--- config.mk ---
export PLATFORM = sky130hd
export DESIGN_NAME = clint_rd_arbiter
export DESIGN_NICKNAME = d
export VERILOG_FILES = /design/src/rtl/clint_rd_arbiter.sv
export SDC_FILE = /design/constraint.sdc
export NUM_CORES = 1
export LEC_CHECK = 0
export ABC_AREA = 1
export BUFFER_PORTS_ARGS = -buffer_cell sky130_fd_sc_hd__buf_2
export CAP_MARGIN = 20
export CELL_PAD_IN_SITES_DETAIL_PLACEMENT = 0
export CELL_PAD_IN_SITES_GLOBAL_PLACEMENT = 1
export CORE_AREA = 3 3 131 133
export CTS_CLUSTER_DIAMETER = 80
export CTS_CLUSTER_SIZE = 20
export DETAILED_ROUTE_END_ITERATION = 10
export DIE_AREA = 0 0 134 136
export GPL_TIMING_DRIVEN = 0
export PLACE_DENSITY = 0.91
export SLEW_MARGIN = 20
export SYNTH_ARGS = -nofsm -noshare
export SYNTH_HDL_FRONTEND = slang
export SYNTH_SLANG_ARGS = --single-unit
--- constraint.sdc ---
create_clock -name clk -period 2.49 [get_ports clk]
set_input_delay 0.249 -clock clk [delete_from_list [all_inputs] [get_ports clk]]
set_output_delay 0.249 -clock clk [all_outputs]
set_load 0.005 [all_outputs]
--- src/rtl/clint_rd_arbiter.sv ---
// rtl/clint_rd_arbiter.sv - round-robin two-master AXI4 read-channel arbiter, one burst in flight
module clint_rd_arbiter #(
  parameter int AW  = 32,
  parameter int DW  = 64,
  parameter int IDW = 4
) (
  input  logic           clk,
  input  logic           rst,

  input  logic           m0_arvalid,
  output logic           m0_arready,
  input  logic [AW-1:0]  m0_araddr,
  input  logic [7:0]     m0_arlen,
  output logic           m0_rvalid,
  input  logic           m0_rready,
  output logic [DW-1:0]  m0_rdata,
  output logic           m0_rlast,

  input  logic           m1_arvalid,
  output logic           m1_arready,
  input  logic [AW-1:0]  m1_araddr,
  input  logic [7:0]     m1_arlen,
  output logic           m1_rvalid,
  input  logic           m1_rready,
  output logic [DW-1:0]  m1_rdata,
  output logic           m1_rlast,

  output logic           s_arvalid,
  input  logic           s_arready,
  output logic [AW-1:0]  s_araddr,
  output logic [7:0]     s_arlen,
  output logic [IDW-1:0] s_arid,
  input  logic           s_rvalid,
  output logic           s_rready,
  input  logic [DW-1:0]  s_rdata,
  input  logic           s_rlast,
  input  logic [IDW-1:0] s_rid,

  output logic           rd_err
);

  localparam logic [1:0] ST_IDLE = 2'd0;
  localparam logic [1:0] ST_AR   = 2'd1;
  localparam logic [1:0] ST_R    = 2'd2;

  logic [1:0]    state;
  logic          last_grant;
  logic          gnt_q;
  logic [AW-1:0] addr_q;
  logic [7:0]    len_q;
  logic [7:0]    beat_cnt;

  logic in_idle, in_ar, in_r;
  logic any_req, winner;
  logic beat_hs;
  logic err_early, err_late, err_id;

  assign in_idle = (state == ST_IDLE);
  assign in_ar   = (state == ST_AR);
  assign in_r    = (state == ST_R);

  // On a tie the master that did not win last time takes the grant.
  assign any_req = m0_arvalid | m1_arvalid;
  always_comb begin
    winner = 1'b0;
    if (m0_arvalid && m1_arvalid) begin
      winner = ~last_grant;
    end else begin
      winner = m1_arvalid;
    end
  end

  // Gating with rst keeps the address accepts quiet while reset is held.
  assign m0_arready = rst & in_idle & any_req & ~winner;
  assign m1_arready = rst & in_idle & any_req &  winner;

  assign s_arvalid = in_ar;
  assign s_araddr  = in_ar ? addr_q : '0;
  assign s_arlen   = in_ar ? len_q  : '0;
  assign s_arid    = in_ar ? IDW'(gnt_q) : '0;

  assign s_rready  = in_r & (gnt_q ? m1_rready : m0_rready);

  assign m0_rvalid = in_r & ~gnt_q & s_rvalid;
  assign m0_rlast  = in_r & ~gnt_q & s_rlast;
  assign m0_rdata  = (in_r && !gnt_q) ? s_rdata : '0;
  assign m1_rvalid = in_r &  gnt_q & s_rvalid;
  assign m1_rlast  = in_r &  gnt_q & s_rlast;
  assign m1_rdata  = (in_r && gnt_q) ? s_rdata : '0;

  assign beat_hs   = in_r & s_rvalid & s_rready;
  assign err_early = beat_hs &  s_rlast & (beat_cnt != len_q);
  assign err_late  = beat_hs & ~s_rlast & (beat_cnt == len_q);
  assign err_id    = beat_hs & (s_rid != IDW'(gnt_q));

  always_ff @(posedge clk or negedge rst) begin
    if (!rst) begin
      state      <= ST_IDLE;
      last_grant <= 1'b0;
      gnt_q      <= 1'b0;
      addr_q     <= '0;
      len_q      <= '0;
      beat_cnt   <= '0;
    end else begin
      case (state)
        ST_IDLE: begin
          if (any_req) begin
            gnt_q    <= winner;
            addr_q   <= winner ? m1_araddr : m0_araddr;
            len_q    <= winner ? m1_arlen  : m0_arlen;
            beat_cnt <= '0;
            state    <= ST_AR;
          end
        end
        ST_AR: begin
          if (s_arready) begin
            state <= ST_R;
          end
        end
        ST_R: begin
          if (beat_hs) begin
            // Saturate so a runaway slave cannot wrap the count back to a legal value.
            if (beat_cnt != 8'hFF) begin
              beat_cnt <= beat_cnt + 8'd1;
            end
            if (s_rlast) begin
              last_grant <= gnt_q;
              state      <= ST_IDLE;
            end
          end
        end
        default: state <= ST_IDLE;
      endcase
    end
  end

  // Errors are sticky; forwarding is never blocked by them.
  always_ff @(posedge clk or negedge rst) begin
    if (!rst) begin
      rd_err <= 1'b0;
    end else if (err_early || err_late || err_id) begin
      rd_err <= 1'b1;
    end
  end

endmodule

After elaboration in Yosys (flattened, before gate mapping)
Cells that the tools add are included.
Storage, ports and cells
  register bits: 53
  latch bits: 0
  memory bits (writable): 0
  ROM bits: 0
  input bits: 157
  output and inout bits: 181
  logic and storage cells: 72
  memories kept: 0
Cells by class
  add/subtract/negate cells: 1
  $mul: 0
  div/mod/pow operators: 0
  $lt $le $gt $ge: 0
  eq/ne operators: 11
  shift-type cells: 0
  muxes and demuxes: 18
  bitwise logic cells: 23
  reduce and logical (&&, ||, !) cells: 12
Operators with widths (number)
  $mux W64: 2
  $mux W32: 2
  $mux W8: 5
  $and A1 B1 Y1: 18
  $pmux W8 S2: 1
  $add A8 B1 Y8 const B: 1
  $eq A8 B8 Y1: 1
  $mux W2: 4
  $ne A8 B8 Y1: 1
  $ne A8 B8 Y1 const B: 1
  $reduce_and A4 Y1: 2
  $ne A2 B1 Y1 const B: 3
  $pmux W2 S3: 1
  $ne A2 B2 Y1 const B: 2
  $ne A4 B1 Y1: 1
  $not A1 Y1: 4
  $logic_and A1 B1 Y1: 3
  $mux W1: 3
  $reduce_and A3 Y1: 1
  $eq A2 B1 Y1 const B: 1
  $eq A2 B2 Y1 const B: 1
  $logic_not A2 Y1: 1
  $logic_or A1 B1 Y1: 2
  $reduce_and A2 Y1: 1
  other kinds (3): 3

Depth between registers and ports, before layout
Gate-level depths: netlist of run 1.
  depth after elaboration: 7
  mapped depth: 9
  mapped depth without buffers: 9

Least setup slack after synthesis of run 1
No wires, ideal clock.
  path kind: register -> output
  from: register state[1]
  to: output m0_arready
  arrival: 1.141 ns
  required time: 2.241 ns
  path slack: 1.100 ns
  stages on the path, launching flop included: 8
  path buffers: 2
  cell sequence: dfrtp_1 > inv_1 > nand2_1 > nor2_1 > buf_2 > clkbuf_2 > inv_1 > nor3_1
On the way
  cells in the longest elaborated chain, start to end: 4
Ends and longest elaborated chain
  from (decl): line 46  | logic [1:0] state;
  from (signal assigned): line 98  | state <= ST_IDLE;
  from (signal assigned): line 112  | state <= ST_AR;
  from (signal assigned): line 117  | state <= ST_R;
  $logic_not A2 Y1: line 58  | assign in_idle = (state == ST_IDLE);
  $and A1 B1 Y1 (3 in series): line 74  | assign m0_arready = rst & in_idle & any_req & ~winner;
  to (decl): line 11  | output logic m0_arready,
No other way between the ends.

Worst setup path after layout of run 1
  from: register last_grant
  to: output m1_arready
On the way
  cells in the longest elaborated chain, start to end: 3
Ends and longest elaborated chain
  from (decl): line 47  | logic last_grant;
  from (signal assigned): line 127  | last_grant <= gnt_q;
  $not A1 Y1: line 67  | winner = ~last_grant;
  $mux W1: line 66  | if (m0_arvalid && m1_arvalid) begin
  $and A1 B1 Y1: line 75  | assign m1_arready = rst & in_idle & any_req & winner;
  to (decl): line 20  | output logic m1_arready,
No other way between the ends.

==> results.tsv, run 1 <==
stage	metric	value	unit
placement	place_area	0.00574	mm^2
grt	top_usage_layer	met2	
routing	vias_per_cell	4.32	
power	p_int	2.69	mW
sta	setup_tns	0	ns
sta	fmax	432	MHz
run	cap_violations	0	
clock_network	h-tree-depth	2	
routing	wl_per_cell	15.5	um
cells_and_area	mostFrequentLayoutCells	buf_2, nor2_1, inv_1, nand2_1, dfrtp_1	
setup_path	slowest_stage	buf_1	
synthesis	synthArstFlopShare	1.00	
grt	first_global_vias	4825	
setup_path	cp.arrival	2.07	ns
power	p_comb_frac	0.585	
sta	tightestPinTransition	0.726	ns
synthesis	syn_inst	634	
outcome	outcome	complete, no violations	
cells_and_area	drive_gt1_frac	0.380	
clock_network	path_clk_slew	0.07	ns
worst_hold_path	hold_path.class	in -> async	
die	die_area	0.0182	mm^2
setup_path	cp_num_cells	7	
grt	met2_usage	0.337	
sta	drv_slew	0	
synthesis	yosys.cell_types.count	23	
sta	fin_hold_ws	0.0162	ns
power	p_seq_frac	0.279	
power	peakVddDrop	0.000545	V
synthesis	synth_area	0.00379	mm^2
clock_network	cts_root_buf	clkbuf_16	
setup_path	worst-r2r-cell-count	6	
setup_path	cp.required	2.24	ns
clock_network	ctsResizeCount	0	
grt	grt_max_degree	55	
synthesis	synth_area_leaders	dfrtp_1, nor2_1, inv_1, o22ai_1, o21ai_0	
die	die_height	136	um
setup_path	reg2reg_to	gnt_q$_DFFE_PN0P_	
die	io_pins	338	
synthesis	ys_warn_count	0	
power	p_per_area	841	mW/mm^2
cells_and_area	nFillCells	1826	
power	netSwitchingPower	2.26	mW
setup_path	path_max_fanout	10	
power	clkPwrFrac	0.136	
cells_and_area	nets	1135	
synthesis	syn_avg_cell_area	5.97	um^2
grt	gr-total-overflow	0	
power	switching_share	0.456	
synthesis	yosysTopAreaCellShare	0.350	
clock_network	cts_hold_buf	0	
setup_path	path_cells	nand2_1, nand2_1, inv_1, buf_1, nand2_1, nor2_1, buf_2	
setup_path	cp_top_family	buffers and inverters	
grt	grtUsageMet3	0.0526	
routing	dr.pass1.iters	5	
setup_path	slowest_delay	0.46	ns
cells_and_area	mostFrequentLayoutCell	buf_2	
die	coreArea	0.0159	mm^2
placement	hpwl	15700	um
sta	maxSlewHeadroom	0.516	
die	die_w	134	um
synthesis	synth_edf_count	0	
clock_network	cts_tree	built	
sta	setup_viol	0	
routing	route.detailed.drc	0	
sta	finalHoldViolCount	0	
synthesis	synth_top_area_cell	dfrtp_1	
clock_network	post_cts_buffers	0	
setup_path	end_kind	primary output	
die	num_rows	46	
cells_and_area	design_area	0.00588	mm^2
synthesis	synth-seq-cells	53	
placement	portBuffers	334	
setup_path	criticalPathCategory	reg -> out	
setup_path	critical_path_buf_inv_count	3	
clock_network	clockBufferDepth	2	
clock_network	clock_latency	0.29	ns
cells_and_area	area_growth	55.2	%
power	p_leak	3.77	nW
clock_network	cts_sinks	53	
synthesis	synthFlopType	dfrtp_1	
sta	fin_crit	2.32	ns
placement	placed_cells	1186	
sta	fin_crit_sh	0.930	
grt	grtUsageMet1	0.226	
sta	fin_skew	0.00527	ns
routing	vias	5162	
routing	ant_nets	0	
setup_path	critPathLaunchType	flop	
grt	antenna_found_initial	6	
setup_path	cpMostUsedCell	nand2_1	
die	initial_core_util	0.238	
grt	grt.total_usage	0.190	
routing	drt_iter0_markers	307	
grt	grt_first_pass_wirelength	27000	um
placement	place.gp.congestion	0.818	
cells_and_area	final_core_util	0.369	
setup_path	rrSetupSlack	0.82	ns
synthesis	seq_area_frac_synth	0.350	
cells_and_area	fin_cells	1195	
sta	grt_setup_unrepaired	false	
routing	routed_wl	18500	um
clock_network	cts_made_buffers	5	
setup_path	timing.rr.start	last_grant$_DFFE_PN0P_	
## per-layer routing
metal	vias to the layer above	part of all wire	wire length (um)
met3	19	0.095	1770
li1	2588	-	-
met5	-	0.0013	24
met1	2279	0.39	7310
met2	272	0.49	9140
met4	4	0.016	303
## stage by stage
step           power [mW]  setup slack [ns]
5_1_grt              5.41          0.000321
3_3_place_gp         4.26             0.374
6_report             4.94             0.174
3_5_place_dp         4.30             0.427
2_1_floorplan        3.05              1.10
4_1_cts              4.99             0.102
## power groups by stage
stage	combinational [mW]	clock, mW	sequential (mW)
after floorplan	1.69	0	1.36
after global placement	2.88	0	1.39
after CTS	2.91	0.699	1.38
after detailed placement	2.91	0	1.40
final	2.89	0.672	1.38
after global routing	3.26	0.726	1.42
## sequential cells by signal, summed over array words and instances (netlist names)
signal / flops
len_q: 8
last_grant: 1
gnt_q: 1
state: 2
addr_q: 32
rd_err: 1
beat_cnt: 8
## synth_stat cells, types with 2 or more instances
| library cell | count |
|---|---|
| nand2_2 | 2 |
| clkbuf_1 | 15 |
| o21ai_0 | 44 |
| xnor2_1 | 5 |
| buf_1 | 2 |
| buf_4 | 3 |
| o22ai_1 | 41 |
| nor3_1 | 3 |
| inv_2 | 5 |
| a21oi_1 | 5 |
| inv_1 | 118 |
| nand3_1 | 15 |
| dfrtp_1 | 53 |
| o21a_1 | 2 |
| buf_2 | 19 |
| nand2_1 | 56 |
| nor2_1 | 240 |
## cell type report
type / instances / area (um^2) / area share
Timing Repair Buffer: 334 / 1670 / 0.285
Antenna cell: 3 / 7.51 / 0.00128
Clock inverter: 1 / 5.00 / 0.000852
Multi-Input combinational cell: 420 / 1820 / 0.310
Clock buffer: 5 / 125 / 0.0213
Buffer: 40 / 186 / 0.0317
Sequential cell: 53 / 1330 / 0.226
Inverter: 123 / 462 / 0.0786
Tap cell: 216 / 270 / 0.0460
## how the worst max path moves through the flow
stage	to	slack, ns	startpoint
final	m1_arready	0.17	last_grant$_DFFE_PN0P_
after global routing	m1_arready	0.0003	last_grant$_DFFE_PN0P_
after CTS	m1_arready	0.10	last_grant$_DFFE_PN0P_
after detailed placement	m1_arready	0.43	m0_arvalid
after global placement	m1_arready	0.37	rst
after floorplan	m0_arready	1.10	state[1]$_DFFE_PN0P_
## logic make-up after synthesis
| family | count (synthesis) | synth area share |
|---|---|---|
| AO/OA/AOI/OAI | 92 | 0.136 |
| flip-flops | 53 | 0.350 |
| AND/OR/NAND/NOR | 318 | 0.324 |
| other | 1 | 0.000990 |
| adder cells (fa/ha/maj) | 1 | 0.00330 |
| XOR/XNOR | 6 | 0.0139 |
| buffers and inverters | 163 | 0.171 |
Note: power is estimated with default switching activity, not from simulation.
==> run 2, diff against run 1 <==
RECOVER_POWER = 50   (was not set)
==> run 2 against run 1 <==
Compared with the run above:
- flip-flop and latch count is the same
- worst setup slack lost 0.0093 ns
- die area is the same
==> results.tsv, run 2 (synthesis gave the netlist of run 1 again) <==
stage	metric	value	unit	change
outcome	outcome	complete, no violations		
setup_path	critPathLaunchType	flop		
routing	routed_wl	18600	um	+0.26%
setup_path	path_cells	nand2_1, nand2_1, inv_1, buf_1, nand2_1, nor2_1, buf_2		
cells_and_area	largestRegisters	addr_q (32), beat_cnt (8), len_q (8)		
placement	place.gp.congestion	0.818		unchanged
sta	fin_skew	0.00687	ns	+0.00161 ns
grt	grt_max_degree	55		unchanged
setup_path	cp.arrival	2.08	ns	about the same
sta	drv_slew	0		unchanged
clock_network	post_cts_buffers	0		unchanged
cells_and_area	mostFrequentLayoutCells	buf_2, nor2_1, inv_1, nand2_1, dfrtp_1		
setup_path	rrSetupSlack	0.72	ns	-0.10 ns
sta	fin_crit_sh	0.934		+0.00374
setup_path	slowest_stage	buf_1		
cells_and_area	largest_reg_flops	32		unchanged
routing	ant_nets	0		unchanged
cells_and_area	regMostFlops	addr_q		
cells_and_area	area_growth	54.1	%	
sta	fmax	430	MHz	-0.40%
setup_path	cp_top_family	buffers and inverters		
sta	grt_setup_unrepaired	false		
die	die_w	134	um	unchanged
die	die_area	0.0182	mm^2	unchanged
cells_and_area	nets	1135		unchanged
sta	tightestPinTransition	0.727	ns	+0.00109 ns
die	num_rows	46		unchanged
worst_hold_path	hold_path.class	in -> async		
power	switching_share	0.462		+0.00590
routing	wl_per_cell	15.6	um	+0.35%
clock_network	cts_root_buf	clkbuf_16		
sta	setup_tns	0	ns	unchanged
routing	vias_per_cell	4.32		about the same
clock_network	cts_sinks	53		unchanged
grt	first_global_vias	4825		unchanged
setup_path	path_max_fanout	10		unchanged
run	cap_violations	0		unchanged
setup_path	worst-r2r-cell-count	7		+1
clock_network	cts_tree	built		
setup_path	reg2reg_to	addr_q[3]$_DFFE_PN0P_		
routing	vias	5162		unchanged
sta	finalHoldViolCount	0		unchanged
die	io_pins	338		unchanged
die	coreArea	0.0159	mm^2	unchanged
cells_and_area	nFillCells	1850		+1.3%
die	initial_core_util	0.238		unchanged
sta	maxSlewHeadroom	0.516		-0.000729
grt	grt_first_pass_wirelength	27000	um	unchanged
clock_network	ctsResizeCount	0		unchanged
clock_network	cts_made_buffers	5		unchanged
power	netSwitchingPower	2.27	mW	+0.56%
sta	setup_viol	0		unchanged
setup_path	cp.required	2.24	ns	about the same
clock_network	cts_hold_buf	0		unchanged
power	p_per_area	841	mW/mm^2	about the same
grt	gr-total-overflow	0		unchanged
power	clkPwrFrac	0.138		+0.002
power	power.total	4.91	mW	-0.73%
setup_path	slowest_delay	0.45	ns	about the same
power	p_int	2.64	mW	-1.8%
setup_path	criticalPathCategory	reg -> out		
clock_network	clock_latency	0.29	ns	about the same
clock_network	h-tree-depth	2		unchanged
die	die_height	136	um	unchanged
setup_path	timing.rr.start	state[1]$_DFFE_PN0P_		
routing	route.detailed.drc	0		unchanged
cells_and_area	mostFrequentLayoutCell	buf_2		
power	p_seq_frac	0.281		+0.002
power	peakVddDrop	0.000544	V	-0.15%
setup_path	end_kind	primary output		
routing	drt_iter0_markers	283		-7.8%
cells_and_area	drive_gt1_frac	0.346		-0.0338
grt	antenna_found_initial	6		unchanged
power	p_comb_frac	0.581		-0.004
power	p_leak	3.65	nW	-3.1%
setup_path	critical_path_buf_inv_count	3		unchanged
routing	dr.pass1.iters	4		-1
setup_path	cpMostUsedCell	nand2_1		
clock_network	clockBufferDepth	2		unchanged
clock_network	path_clk_slew	0.07	ns	about the same
grt	grt.total_usage	0.190		unchanged
placement	hpwl	15700	um	unchanged
placement	portBuffers	334		unchanged
sta	fin_crit	2.33	ns	+0.00931 ns
-- run 2: cell types whose count changed in the layout (fill, tap and decap cells not counted) --
cell / change
buf_2: -33
clkbuf_1: +31
clkbuf_2: +2
diode_2: -1
inv_1: +2
inv_2: -2
-- run 2: through the flow --
step           cell area [um^2]   util  setup WS (ns)  hold WS (ns)  cells
6_report                   5840  0.366          0.164        0.0146   1194
5_1_grt                    5840  0.366       0.000321        0.0740   1194
4_1_cts                    5870  0.368          0.102        0.0367   1192
3_5_place_dp               5740  0.360          0.427         0.353   1186
3_3_place_gp               5740  0.360          0.374         0.468   1186
2_1_floorplan              3790      -           1.10       -0.0466    636
-- run 2: worst max path at each step --
stage	start	end	cells past startpoint
2_1_floorplan	state[1]$_DFFE_PN0P_	m0_arready	7
3_5_place_dp	m0_arvalid	m1_arready	8
3_3_place_gp	rst	m1_arready	4
6_report	last_grant$_DFFE_PN0P_	m1_arready	7
4_1_cts	last_grant$_DFFE_PN0P_	m1_arready	7
5_1_grt	last_grant$_DFFE_PN0P_	m1_arready	7
-- run 2: layout make-up --
class	instances	area [um^2]	area share
Multi-Input combinational cell	420	1820	0.312
Tap cell	216	270	0.0463
Timing Repair Buffer	334	1640	0.281
Clock inverter	1	5.00	0.000858
Clock buffer	5	125	0.0214
Inverter	123	462	0.0791
Antenna cell	2	5.00	0.000858
Sequential cell	53	1330	0.227
Buffer	40	181	0.0311
-- run 2: power groups by stage --
stage / Combinational [mW] / Sequential [mW] / Clock, mW
finish: 2.85 / 1.38 / 0.677
global route: 3.21 / 1.42 / 0.726
CTS: 2.91 / 1.38 / 0.699
detailed placement: 2.91 / 1.40 / 0
global placement: 2.88 / 1.39 / 0
floorplan: 1.69 / 1.36 / 0
-- run 2: metal layers --
| layer | global-route usage | part of all wire | wire, um |
|---|---|---|---|
| met1 | 0.226 | 0.40 | 7390 |
| met2 | 0.337 | 0.49 | 9170 |
| met3 | 0.0526 | 0.092 | 1720 |
| met4 | 0.0474 | 0.015 | 287 |
| met5 | 0 | 0.0013 | 24 |
